--- src/rtl/thermo_expander.sv ---
`default_nettype none
// ============================================================================
// Module   : thermo_expander
// Purpose  : Expands a count into a thermometer word (parallel) or a
//            WIDTH-cycle unary bit stream (serial).
// Revision : 1.0 - initial release
// ============================================================================
module thermo_expander #(
  parameter int WIDTH = 32,
  parameter int CW    = 6
) (
  input  logic             clk,
  input  logic             rst_n,
  input  logic             i_in_valid,
  output logic             o_in_ready,
  input  logic [CW-1:0]    i_in_count,
  input  logic             i_in_serial,
  output logic             o_out_valid,
  input  logic             i_out_ready,
  output logic [WIDTH-1:0] o_out_word,
  output logic             o_ser_valid,
  output logic             o_ser_bit,
  output logic             o_ser_last,
  output logic             o_sat
);

  localparam logic [CW-1:0] c_WIDTH = CW'(WIDTH);
  localparam logic [CW-1:0] c_LAST  = CW'(WIDTH - 1);

  typedef enum logic [1:0] {
    S_IDLE = 2'd0,
    S_PAR  = 2'd1,
    S_SER  = 2'd2
  } state_t;

  state_t            r_state;
  state_t            w_next;
  logic              r_alive;
  logic              r_out_valid;
  logic [WIDTH-1:0]  r_out_word;
  logic [CW-1:0]     r_k;
  logic [CW-1:0]     r_n;
  logic              r_sat;

  logic              w_accept;
  logic [CW-1:0]     w_n;
  logic [WIDTH-1:0]  w_thermo;

  // A shift of WIDTH or more clears every bit, so n == WIDTH gives all ones.
  assign w_n      = (i_in_count > c_WIDTH) ? c_WIDTH : i_in_count;
  assign w_thermo = ~({WIDTH{1'b1}} << w_n);

  // r_alive holds off in_ready until the first edge after reset release.
  assign o_in_ready = r_alive &&
                      ((r_state == S_IDLE) || ((r_state == S_PAR) && i_out_ready));
  assign w_accept   = i_in_valid && o_in_ready;

  assign o_out_valid = r_out_valid;
  assign o_out_word  = r_out_word;
  assign o_sat       = r_sat;
  assign o_ser_valid = (r_state == S_SER);
  assign o_ser_bit   = (r_state == S_SER) && (r_k < r_n);
  assign o_ser_last  = (r_state == S_SER) && (r_k == c_LAST);

  always_comb begin
    w_next = r_state;
    case (r_state)
      S_IDLE: begin
        if (w_accept) w_next = i_in_serial ? S_SER : S_PAR;
      end
      S_PAR: begin
        if (i_out_ready) begin
          if (w_accept) w_next = i_in_serial ? S_SER : S_PAR;
          else          w_next = S_IDLE;
        end
      end
      S_SER: begin
        if (r_k == c_LAST) w_next = S_IDLE;
      end
      default: w_next = S_IDLE;
    endcase
  end

  always_ff @(posedge clk or negedge rst_n) begin
    if (!rst_n) begin
      r_state     <= S_IDLE;
      r_alive     <= 1'b0;
      r_out_valid <= 1'b0;
      r_out_word  <= '0;
      r_k         <= '0;
      r_n         <= '0;
      r_sat       <= 1'b0;
    end else begin
      r_state <= w_next;
      r_alive <= 1'b1;
      r_sat   <= w_accept && (i_in_count > c_WIDTH);
      if (w_accept && !i_in_serial) begin
        r_out_valid <= 1'b1;
        r_out_word  <= w_thermo;
      end else if ((r_state == S_PAR) && i_out_ready) begin
        r_out_valid <= 1'b0;
      end
      if (w_accept && i_in_serial) begin
        r_n <= w_n;
        r_k <= '0;
      end else if (r_state == S_SER) begin
        r_k <= r_k + CW'(1);
      end
    end
  end

endmodule
`default_nettype wire

--- config.mk ---
export PLATFORM = sky130hd
export DESIGN_NAME = thermo_expander
export DESIGN_NICKNAME = d
export VERILOG_FILES = /design/src/rtl/thermo_expander.sv
export SDC_FILE = /design/constraint.sdc
export NUM_CORES = 1
export LEC_CHECK = 0
export BUFFER_PORTS_ARGS = -buffer_cell sky130_fd_sc_hd__buf_2
export CAP_MARGIN = 20
export CORE_ASPECT_RATIO = 1.2
export CORE_MARGIN = 1.5
export CORE_UTILIZATION = 50
export DETAILED_ROUTE_END_ITERATION = 10
export PLACE_DENSITY = 0.7
export SETUP_SLACK_MARGIN = 0.3
export SLEW_MARGIN = 20
export SYNTH_ARGS = -nofsm -noshare
export SYNTH_HDL_FRONTEND = slang
export SYNTH_SLANG_ARGS = --single-unit
--- constraint.sdc ---
create_clock -name clk -period 1.9 [get_ports clk]
set_clock_uncertainty 0.2 [all_clocks]
set_input_delay 0.19 -clock clk [delete_from_list [all_inputs] [get_ports clk]]
set_output_delay 0.19 -clock clk [all_outputs]
set_load 0.005 [all_outputs]
* After elaboration in Yosys (flattened, before gate mapping) *
Cells that the tools add are included.

cells by class
  $add $sub $neg = 1
  magnitude comparators = 2
  eq/ne operators = 6
  shift-type cells = 1
  mux-type cells = 11
  bitwise operators = 1
  reduce and logical (&&, ||, !) cells = 14

operator list
  cell                                                    number
  inverter 32 bit                                         1
  left shift 32 x 6 -> 32 bit (first input constant)      1
  two-way mux 6 bit                                       3
  two-way mux 2 bit                                       5
  logical AND 1 bit                                       8
  adder 6 x 1 -> 6 bit (second input constant)            1
  == test 6 x 5 -> 1 bit (second input constant)          1
  greater-than comparator 6 bit (second input constant)   1
  less-than comparator 6 bit                              1
  case mux 2 bit (3 select lines)                         1
  inequality test 2 bit (second input constant)           2
  nonzero test 2 bit                                      2
  AND reduction 3 bit                                     1
  == test 2 x 1 -> 1 bit (second input constant)          1
  == test 2 bit (second input constant)                   1
  logical NOT 2 bit                                       1
  two-way mux 1 bit                                       2
  inequality test 2 x 1 -> 1 bit (second input constant)  1
  logical NOT 1 bit                                       1
  logical OR 1 bit                                        1

word-level totals
  flip-flop bits (word level) = 49
  bits of input ports = 11

* Depth between registers and ports, before layout *
Gate-level depths: netlist of run 1.

  depth after elaboration = 8
  gate-level depth with buffers = 6
  gate-level depth less buffers = 5

* Worst setup path before layout of run 1 *
OpenSTA, ideal clock, no wires.

  kind = register -> output
  from = reg r_k[2]
  to = out o_ser_bit
  arrival = 1.378 ns
  data required time = 1.510 ns
  path slack = 0.132 ns
  cell stages (with the launch flop) = 5
  path buffers = 0
  path through = dfrtp_1 -> ha_1 -> o2111ai_1 -> a21oi_1 -> a2111oi_0

between the ends
  cells in the longest elaborated chain, start to end = 2

ends and longest elaborated chain
  element                     line  text
  start, declared             41    logic [CW-1:0] r_k;
  start signal, assigned      107   r_k <= r_k + CW'(1);
  less-than comparator 6 bit  62    assign o_ser_bit = (r_state == S_SER) && (r_k < r_n);
  logical AND 1 bit           62
  end, declared               22    output logic o_ser_bit,

Every way passes these cells.

* Final worst setup path of run 1 *
  from = reg r_n[2]
  to = out o_ser_bit

between the ends
  cells in the longest elaborated chain, start to end = 2

ends and longest elaborated chain
  element                     line  text
  start, declared             42    logic [CW-1:0] r_n;
  start signal, assigned      104   r_n <= w_n;
  less-than comparator 6 bit  62
  logical AND 1 bit           62

Every way passes these cells.

==> summary.txt, run 1 <==
outcome -> finished with violations
failing checks -> setup timing
RR Startpoint -> r_state[0]
Critical Path RT -> 1.51 ns
Slew @ Worst Pin -> 0.600 ns
Slowest-stage cell, CP -> dfrtp_1
r2r endpoint -> o_out_word[31]
Crit path max-delay family -> compound AO/OA/AOI/OAI gates
CTS root buffer -> clkbuf_8
Hold Slack -> 0.0242 ns
CP Max Fanout -> 2
R2R depth -> 5
Max VDD drop -> 0.796 mV
largest net degree at the start of global routing -> 30
most common cell after layout, fill and taps aside -> dfrtp_1
Core ar. -> 4360 sq um
Avg Cell Area, Syn -> 9.94 sq um
antenna violations before repair -> 0
CTS Buf Count -> 5
initial DRC count -> 57
Vias/cell -> 5.36
Sw Pwr -> 1530 uW
largest family of logic cells by synthesized area -> compound AO/OA/AOI/OAI gates
Synth Area in Compound Gates -> 16.4%
gr ovfl total -> 0
ANT nets after route -> 0
hold depth -> 3
critical-path cell list -> inv_2 -> ha_4 -> o2111ai_1 -> a21oi_1 -> a2111oi_2 -> buf_2
share of total power in combinational logic -> 43.9%
Switching Share -> 35.2%
Total Power -> 4360 uW
Buffers on Ports -> 48
final setup violation count -> 1
Die W -> 65.0 um
Initial Util -> 52.9%
critical path depth in cells -> 6
Total Die Area -> 5030 sq um
Worst-path clk slew -> 0.08 ns
CTS tree -> yes
dpl hpwl -> 3510 um
first-pass GRT wire length -> 8680 um
post-route cell area -> 3100 sq um
DRT Pass-1 Iters -> 4
Data arrival, critical path -> 1.58 ns
Slew HR -> 60.0%
Hold EP -> r_n[0]
Simple-Gate Fraction of Synth Area -> 15.8%
CTS Buffer Depth -> 2
Syn Nets -> 249
Fill cells -> 344
final wirelength -> 5660 um
Mapped Area -> 2310 sq um
share of layout cells above drive strength 1 -> 40.9%
crit path capture type -> output port
routed length per instance -> 16.0 um
Max Clock Freq -> 509 MHz
P&R area growth vs syn -> 34.4%
CP bufs+invs -> 2
via count -> 1897
placed insts -> 326
Clock H-tree levels -> 2
max cap viols -> 0
setup slack, reg-to-reg -> 0.22 ns
post-synth cell types -> 41
leading cell types in the layout, fill and taps excluded -> dfrtp_1 (49), buf_2 (47), nor2_1 (17)
Yosys reg bits -> 49
Syn. warnings -> 0
Slew Viols, Final -> 0
startpoint types -> flop
Int Pwr -> 2830 uW
fin crit period -> 1.97 ns
total track usage -> 22.4%
io pins -> 49
RSZ-0062 raised after global routing -> yes
vias in the first global route -> 1771
post-synthesis sequential area ratio -> 53.1%
DRC -> 0
clock sinks -> 49
min-delay worst type -> in2reg
Setup TNS Final -> -0.0660 ns
clk_lat worst skew -> 0.30 ns
Final #Nets -> 314
final period utilization -> 103%
Largest stage delay, worst path -> 0.41 ns
GPL Wtd Cong -> 0.838
multiplexer share of the synthesized area -> 4.01%
antenna cells -> 0
non-filler cells, final -> 354
Post-Synth Adder-Cell Area -> 3.25%
post-route setup slack -> -0.0660 ns
Cell Rows -> 26
PwrDens -> 1410 nW/um^2
Final Hold Violating Endpoints -> 0
xor and xnor area share after synthesis -> 1.90%
clock power share -> 13.5%
Post-DP Area -> 2590 sq um
die span in y -> 77.4 um
hold path start -> i_in_count[0]
leak pwr -> 0.00147 uW
critical path class -> reg2out
cell count after synthesis -> 232
Sequential Power Share -> 42.7%
-- Yosys cell counts --
master / n / share of area (%)
dfrtp_1: 49 / 53
nand2_1: 30 / 4.9
o21ai_0: 25 / 5.4
nor2_1: 18 / 2.9
a21oi_1: 12 / 2.6
inv_1: 9 / 1.5
clkbuf_1: 8 / 1.3
buf_2: 7 / 1.5
ha_1: 6 / 3.3
nand2b_1: 6 / 1.6
a21o_1: 5 / 1.6
o31ai_1: 5 / 1.6
a2bb2oi_1: 4 / 1.5
mux2i_1: 4 / 1.7
nor3_1: 4 / 0.87
a211oi_1: 3 / 0.98
a31oi_1: 3 / 0.81
nor2b_1: 3 / 0.81
xnor2_1: 3 / 1.1
and3_1: 2 / 0.54
buf_6: 2 / 0.98
mux2_2: 2 / 0.98
mux2_4: 2 / 1.3
or3_1: 2 / 0.54
xor2_1: 2 / 0.76
a2111oi_0: 1 / 0.38
a41oi_1: 1 / 0.38
and2_1: 1 / 0.27
and3_4: 1 / 0.49
and3b_4: 1 / 0.54
conb_1: 1 / 0.16
nand2b_4: 1 / 0.60
nand3_1: 1 / 0.22
nand4_1: 1 / 0.27
nand4b_1: 1 / 0.38
nor4_1: 1 / 0.27
o2111ai_1: 1 / 0.38
o21bai_1: 1 / 0.33
o31a_1: 1 / 0.38
or2_2: 1 / 0.27
or2b_1: 1 / 0.33
-- power by group through the flow --
stage	clock [uW]	combinational [uW]	sequential (uW)
floorplan	0	784	1830
global placement	0	1360	1820
detailed placement	0	1400	1830
CTS	603	1560	1800
global route	646	2130	1910
finish	588	1910	1860
-- state kept, by name (all words and copies together) (netlist names) --
register	flops
o_out_valid	1
o_out_word	32
o_sat	1
r_alive	1
r_k	6
r_n	6
r_state	2
-- metrics by stage --
stage	utilization (%)	worst slack, ns
finish	71.2	-0.0660
global route	71.2	-0.154
CTS	63.8	-0.0953
detailed placement	59.4	0.142
global placement	59.4	0.172
floorplan	-	0.310
-- layout make-up --
type / count / area (sq um) / share of cell area, %
flip-flops and latches: 49 / 1230 / 39.5
multi-input cells: 157 / 1180 / 38.2
repair buffers: 75 / 508 / 16.4
clock buffers: 8 / 80.1 / 2.58
well taps: 56 / 70.1 / 2.26
inverters: 9 / 33.8 / 1.09
-- cell families after synthesis --
group / after synthesis
simple gates: 75
compound gates: 62
flops: 49
buf+inv: 26
mux: 8
fa+ha+maj: 6
xor+xnor: 5
other cells: 1
-- metal layers --
metal / vias to the layer above / global-route usage, % / wire length, um
li1: 927 / - / -
met2: 36 / 34.8 / 2810
met1: 925 / 31.5 / 2590
met4: 0 / 7.50 / 85
met5: - / 0 / 0
met3: 9 / 4.78 / 185
-- tightest hold or removal path, cell delays in order --
cell and delay, ns:
buf_2 0.14, nand2b_1 0.09, mux2i_1 0.07
-- worst max path at each step --
stage                 from        end  slack, ns
floorplan           r_k[4]  o_ser_bit       0.31
global placement    r_k[4]  o_ser_bit       0.17
detailed placement  r_k[4]  o_ser_bit       0.14
CTS                 r_k[2]  o_ser_bit       -0.1
global route        r_n[2]  o_ser_bit      -0.15
finish              r_n[2]  o_ser_bit      -0.07
-- repair_timing --
item	CTS	global route
buffers inserted	9	7
endpoints found under the setup margin	5	14
hold buffers	2	0
hold endpoints to repair	25	0
pin swaps	3	20
cloned	0	2
gates resized for setup	6	72
Power figures use the tool's default switching activity.
==> inputs of run 2 (changes only) <==
--- a/config.mk
+++ b/config.mk
@@ -11,7 +11,7 @@
 export CORE_MARGIN = 1.5
 export CORE_UTILIZATION = 50
 export DETAILED_ROUTE_END_ITERATION = 10
-export PLACE_DENSITY = 0.7
+export PLACE_DENSITY = 0.74
 export SETUP_SLACK_MARGIN = 0.3
 export SLEW_MARGIN = 20
 export SYNTH_ARGS = -nofsm -noshare
==> summary.txt, run 2 (synthesis results as in run 1) <==
Setup TNS Final -> -0.133 ns (-0.0675 ns)
PwrDens -> 1390 nW/um^2 (-1.2%)
CP Max Fanout -> 4 (+2)
leak pwr -> 0.00144 uW (-2.0%)
share of layout cells above drive strength 1 -> 34.4% (-6.6 points)
Int Pwr -> 2690 uW (-4.8%)
multi-input logic area -> 1070 sq um (-9.8%)
Crit path max-delay family -> flip-flops
crit path capture type -> output port
via count -> 1881 (-0.84%)
clock sinks -> 49 (unchanged)
Core ar. -> 4360 sq um (unchanged)
Metal-1 WL -> 2420 um (-6.5%)
Cell Rows -> 26 (unchanged)
Final Hold Violating Endpoints -> 0 (unchanged)
antenna violations before repair -> 0 (unchanged)
Sw Pwr -> 1450 uW (-5.8%)
largest net degree at the start of global routing -> 58 (+93%)
CTS Buf Count -> 5 (unchanged)
max cap viols -> 0 (unchanged)
gr ovfl total -> 0 (unchanged)
Slowest-stage cell, CP -> dfrtp_1
Max Clock Freq -> 492 MHz (-3.3%)
area occupied by registers -> 1230 sq um (+0.20%)
final wirelength -> 5340 um (-5.8%)
startpoint types -> flop
outcome -> finished with violations
share of total power in combinational logic -> 41.4% (-2.5 points)
failing checks -> setup timing
DR top layer -> met4
die span in y -> 77.4 um (unchanged)
dpl hpwl -> 3290 um (-6.4%)
fin crit period -> 2.03 ns (+0.0675 ns)
Final #Nets -> 307 (-2.2%)
Switching Share -> 34.9% (-0.23 points)
DP Worst Slack -> 0.119 ns (-0.0227 ns)
Clock H-tree levels -> 2 (unchanged)
total track usage -> 21.4% (-1.0 points)
Initial Util -> 52.9% (unchanged)
Slew Viols, Final -> 0 (unchanged)
clk_lat worst skew -> 0.31 ns (about the same)
RSZ-0062 raised after global routing -> yes
leading cell types in the layout, fill and taps excluded -> buf_2 (47), dfrtp_1 (47), nand2_1 (29)
DRC -> 0 (unchanged)
critical path class -> reg2out
GPL Wtd Cong -> 0.840 (+0.25%)
CTS Buffer Depth -> 2 (unchanged)
routed length per instance -> 15.4 um (-3.9%)
Sequential Power Share -> 44.0% (+1.3 points)
Worst-path clk slew -> 0.09 ns (about the same)
non-filler cells, final -> 347 (-2.0%)
Total Die Area -> 5030 sq um (unchanged)
io pins -> 49 (unchanged)
met2 WL -> 2630 um (-6.2%)
Vias/cell -> 5.42 (+1.2%)
first-pass GRT wire length -> 8460 um (-2.5%)
final setup violation count -> 1 (unchanged)
DRT Pass-1 Iters -> 4 (unchanged)
Critical Path RT -> 1.51 ns (about the same)
vias in the first global route -> 1774 (+0.17%)
placed insts -> 325 (-0.31%)
P&R area growth vs syn -> 29.1%
Fill cells -> 355 (+3.2%)
Data arrival, critical path -> 1.64 ns (+0.06 ns)
CTS root buffer -> clkbuf_8
critical-path cell list -> ha_1 -> o2111ai_2 -> a21oi_2 -> a2111oi_2 -> buf_2
initial DRC count -> 155 (+170%)
Max VDD drop -> 0.801 mV (+0.58%)
CTS tree -> yes
Largest stage delay, worst path -> 0.45 ns (+0.04 ns)
post-route setup slack -> -0.133 ns (-0.0675 ns)
Buffers on Ports -> 48 (unchanged)
CP bufs+invs -> 1 (-1)
met3 routed WL -> 216 um (+17%)
final period utilization -> 107% (+3.6 points)
ANT nets after route -> 0 (unchanged)
Die W -> 65.0 um (unchanged)
clock power share -> 14.6% (+1.1 points)
max FFs per register -> 32 (unchanged)
min-delay worst type -> in2reg
antenna cells -> 0 (unchanged)
[run 2: path summary, 6_finish.rpt]
path	from	end	slack [ns]	depth (start not counted)
max	r_k[5]	o_ser_bit	-0.13	5
min	i_in_count[0]	r_n[0]	0.008	3
max reg2reg	r_state[1]	r_n[5]	0.26	3
min reg2reg	o_out_word[24]	o_out_word[24]	0.28	1
max in group asynchronous	rst_n	r_k[0]	1.06	3
min in group asynchronous	rst_n	o_out_word[22]	0.19	3
[run 2: metrics by stage]
step / util [%] / power, uW / instance area (sq um) / hold slack [ns]
after CTS: 63.9 / 3980 / 2780 / 0.00523
after detailed placement: 59.8 / 3250 / 2610 / -0.00401
after global routing: 68.3 / 4460 / 2980 / 0.00976
final: 68.3 / 4140 / 2980 / 0.00770
after global placement: 59.8 / 3190 / 2610 / -0.00571
after floorplan: - / 2610 / 2310 / -0.306
[run 2: cell type report]
class | instances | area share [%]
timing repair buffer | 68 | 16.6
tap | 56 | 2.35
inverter | 9 | 1.13
sequential | 49 | 41.3
clock buffer | 7 | 2.56
clock inverter | 1 | 0.252
multi-input combinational | 157 | 35.8
[run 2: routing by layer]
layer,GRT usage [%],vias up
li1,-,910
met1,30.2,913
met2,33.8,52
met3,4.20,6
met4,6.25,0
met5,0,-
[run 2: power by group through the flow]
stage | clock network, uW | logic, uW | registers [uW]
after detailed placement | 0 | 1430 | 1820
after global routing | 646 | 1930 | 1880
after floorplan | 0 | 784 | 1830
final | 604 | 1710 | 1820
after global placement | 0 | 1380 | 1810
after CTS | 616 | 1560 | 1810
[run 2: timing repair]
| item | CTS | global route |
|---|---|---|
| setup endpoints to repair | 6 | 21 |
| hold endpoints to repair | 50 | 0 |
| pin swaps | 5 | 1 |
| resized for setup | 8 | 21 |
| hold buffers | 2 | 0 |
| gates cloned | 0 | 3 |
| buffers inserted | 6 | 3 |
[run 2: worst register-to-register path, stage by stage (launching register included)]
cell     delay [ns]
dfrtp_2        0.45
and3b_4        0.32
and3_4         0.26
mux2_4         0.31
==> inputs of run 3 (changes only) <==
--- a/config.mk
+++ b/config.mk
@@ -11,7 +11,7 @@
 export CORE_MARGIN = 1.5
 export CORE_UTILIZATION = 50
 export DETAILED_ROUTE_END_ITERATION = 10
-export PLACE_DENSITY = 0.74
+export PLACE_DENSITY = 0.81
 export SETUP_SLACK_MARGIN = 0.3
 export SLEW_MARGIN = 20
 export SYNTH_ARGS = -nofsm -noshare
==> summary.txt, run 3 (synthesis results as in run 1) <==
CTS root buffer -> clkbuf_8
post-route cell area -> 2970 sq um (-0.29%)
largest net degree at the start of global routing -> 58 (unchanged)
P&R area growth vs syn -> 28.7%
fin crit period -> 2.00 ns (-0.0356 ns)
origin of the worst setup path -> r_n[2]
RSZ-0062 raised after global routing -> yes
io pins -> 49 (unchanged)
failing checks -> setup timing
clk_lat worst skew -> 0.31 ns (about the same)
final wirelength -> 5800 um (+8.6%)
CP bufs+invs -> 2 (+1)
min-delay worst type -> in2reg
final period utilization -> 105% (-1.9 points)
Total Power -> 4260 uW (+2.9%)
GPL Wtd Cong -> 0.787 (-6.3%)
critical-path cell list -> inv_1 -> ha_1 -> o2111ai_2 -> a21oi_2 -> a2111oi_2 -> buf_2
Setup TNS Final -> -0.0979 ns (+0.0356 ns)
via count -> 1939 (+3.1%)
Final Hold Violating Endpoints -> 0 (unchanged)
first-pass GRT wire length -> 8910 um (+5.4%)
total track usage -> 22.9% (+1.5 points)
Max VDD drop -> 0.877 mV (+9.4%)
dpl hpwl -> 3500 um (+6.5%)
CTS tree -> yes
Crit path max-delay family -> compound AO/OA/AOI/OAI gates
Final #Nets -> 311 (+1.3%)
Clock H-tree levels -> 2 (unchanged)
DRT Pass-1 Iters -> 5 (+1)
Slew @ Worst Pin -> 0.592 ns
Hold Slack -> 0.0157 ns (+0.00803 ns)
non-filler cells, final -> 351 (+1.2%)
max FFs per register -> 32 (unchanged)
Cell Rows -> 26 (unchanged)
placed insts -> 325 (unchanged)
crit path capture type -> output port
Largest stage delay, worst path -> 0.36 ns (-0.09 ns)
leading cell types in the layout, fill and taps excluded -> buf_2 (47), dfrtp_1 (47), nand2_1 (30)
Data arrival, critical path -> 1.61 ns (-0.03 ns)
routed length per instance -> 16.5 um (+7.4%)
PwrDens -> 1430 nW/um^2 (+3.2%)
Die W -> 65.0 um (unchanged)
Core ar. -> 4360 sq um (unchanged)
antenna cells -> 0 (unchanged)
Slowest-stage cell, CP -> dfrtp_1
vias in the first global route -> 1861 (+4.9%)
CTS Buffer Depth -> 2 (unchanged)
DRC -> 0 (unchanged)
post-route setup slack -> -0.0979 ns (+0.0356 ns)
Total Die Area -> 5030 sq um (unchanged)
startpoint types -> flop
max cap viols -> 0 (unchanged)
Slew Viols, Final -> 0 (unchanged)
CP Max Fanout -> 2 (-2)
leak pwr -> 0.00145 uW (+0.69%)
antenna violations before repair -> 0 (unchanged)
CTS Buf Count -> 5 (unchanged)
final setup violation count -> 1 (unchanged)
Vias/cell -> 5.52 (+1.9%)
hold path start -> i_out_ready
clock sinks -> 49 (unchanged)
Slew HR -> 60.6%
initial DRC count -> 96 (-38%)
RR Startpoint -> r_state[1]
Max Clock Freq -> 501 MHz (+1.8%)
gr ovfl total -> 0 (unchanged)
die span in y -> 77.4 um (unchanged)
Critical Path RT -> 1.51 ns (about the same)
Buffers on Ports -> 48 (unchanged)
Post-DP Area -> 2610 sq um (unchanged)
Fill cells -> 339 (-4.5%)
critical path class -> reg2out
Worst-path clk slew -> 0.09 ns (about the same)
Initial Util -> 52.9% (unchanged)
ANT nets after route -> 0 (unchanged)
outcome -> finished with violations
share of layout cells above drive strength 1 -> 33.6% (-0.80 points)
-- run 3: cell types whose count changed in the layout (fill, tap and decap cells not counted), moves of 3 or more --
cell / delta
o31ai_2: -3
o31ai_1: +3
buf_4: +4
a211oi_1: +3
a211oi_2: -3
-- run 3: layer usage --
| layer | part of all wire, % | vias up | track usage [%] |
|---|---|---|---|
| met4 | 1.8 | 0 | 8.96 |
| li1 | - | 913 | - |
| met5 | 0 | - | 0 |
| met3 | 6.3 | 11 | 4.49 |
| met2 | 52 | 92 | 36.7 |
| met1 | 40 | 923 | 30.6 |
-- run 3: power breakdown --
group / internal, uW / switching (uW) / total [uW]
logic: 915 / 839 / 1750
registers: 1530 / 291 / 1820
clock network: 330 / 351 / 681
-- run 3: area by class of cell --
type | instances | area (sq um) | share of cell area (%)
flip-flops and latches | 49 | 1230 | 41.4
multi-input cells | 157 | 1020 | 34.5
inverters | 9 | 36.3 | 1.22
clock buffers | 7 | 96.3 | 3.24
well taps | 56 | 70.1 | 2.36
repair buffers | 72 | 509 | 17.2
clock inverters | 1 | 5.00 | 0.169
-- run 3: metrics by stage --
stage / worst slack (ns) / utilization (%)
floorplan: 0.310 / -
global placement: 0.170 / 59.8
detailed placement: 0.150 / 59.8
CTS: -0.0936 / 65.1
global route: -0.166 / 68.1
finish: -0.0979 / 68.1
-- run 3: final timing paths --
kind	to	slack [ns]	depth (start not counted)
hold reg to reg	o_out_word[26]	0.28	1
max in group asynchronous	o_out_word[21]	0.89	3
min in group asynchronous	r_k[5]	0.11	2
setup / recovery	o_ser_bit	-0.1	6
setup reg to reg	r_n[2]	0.27	3
hold / removal	o_out_valid	0.02	4
-- run 3: repair_timing --
action | CTS | global route
endpoints found under the setup margin | 6 | 19
hold buffers | 3 | 0
buffers inserted | 9 | 4
gates resized for setup | 8 | 13
cloned | 0 | 2
endpoints found under the hold margin | 51 | 0
pin swaps | 4 | 1
-- run 3: worst reg2reg max path: cells and delay by family (launching register included) --
family           cells  cell delay [ns]
and+or+nand+nor      2             0.57
DFF                  1             0.45
muxes                1             0.31
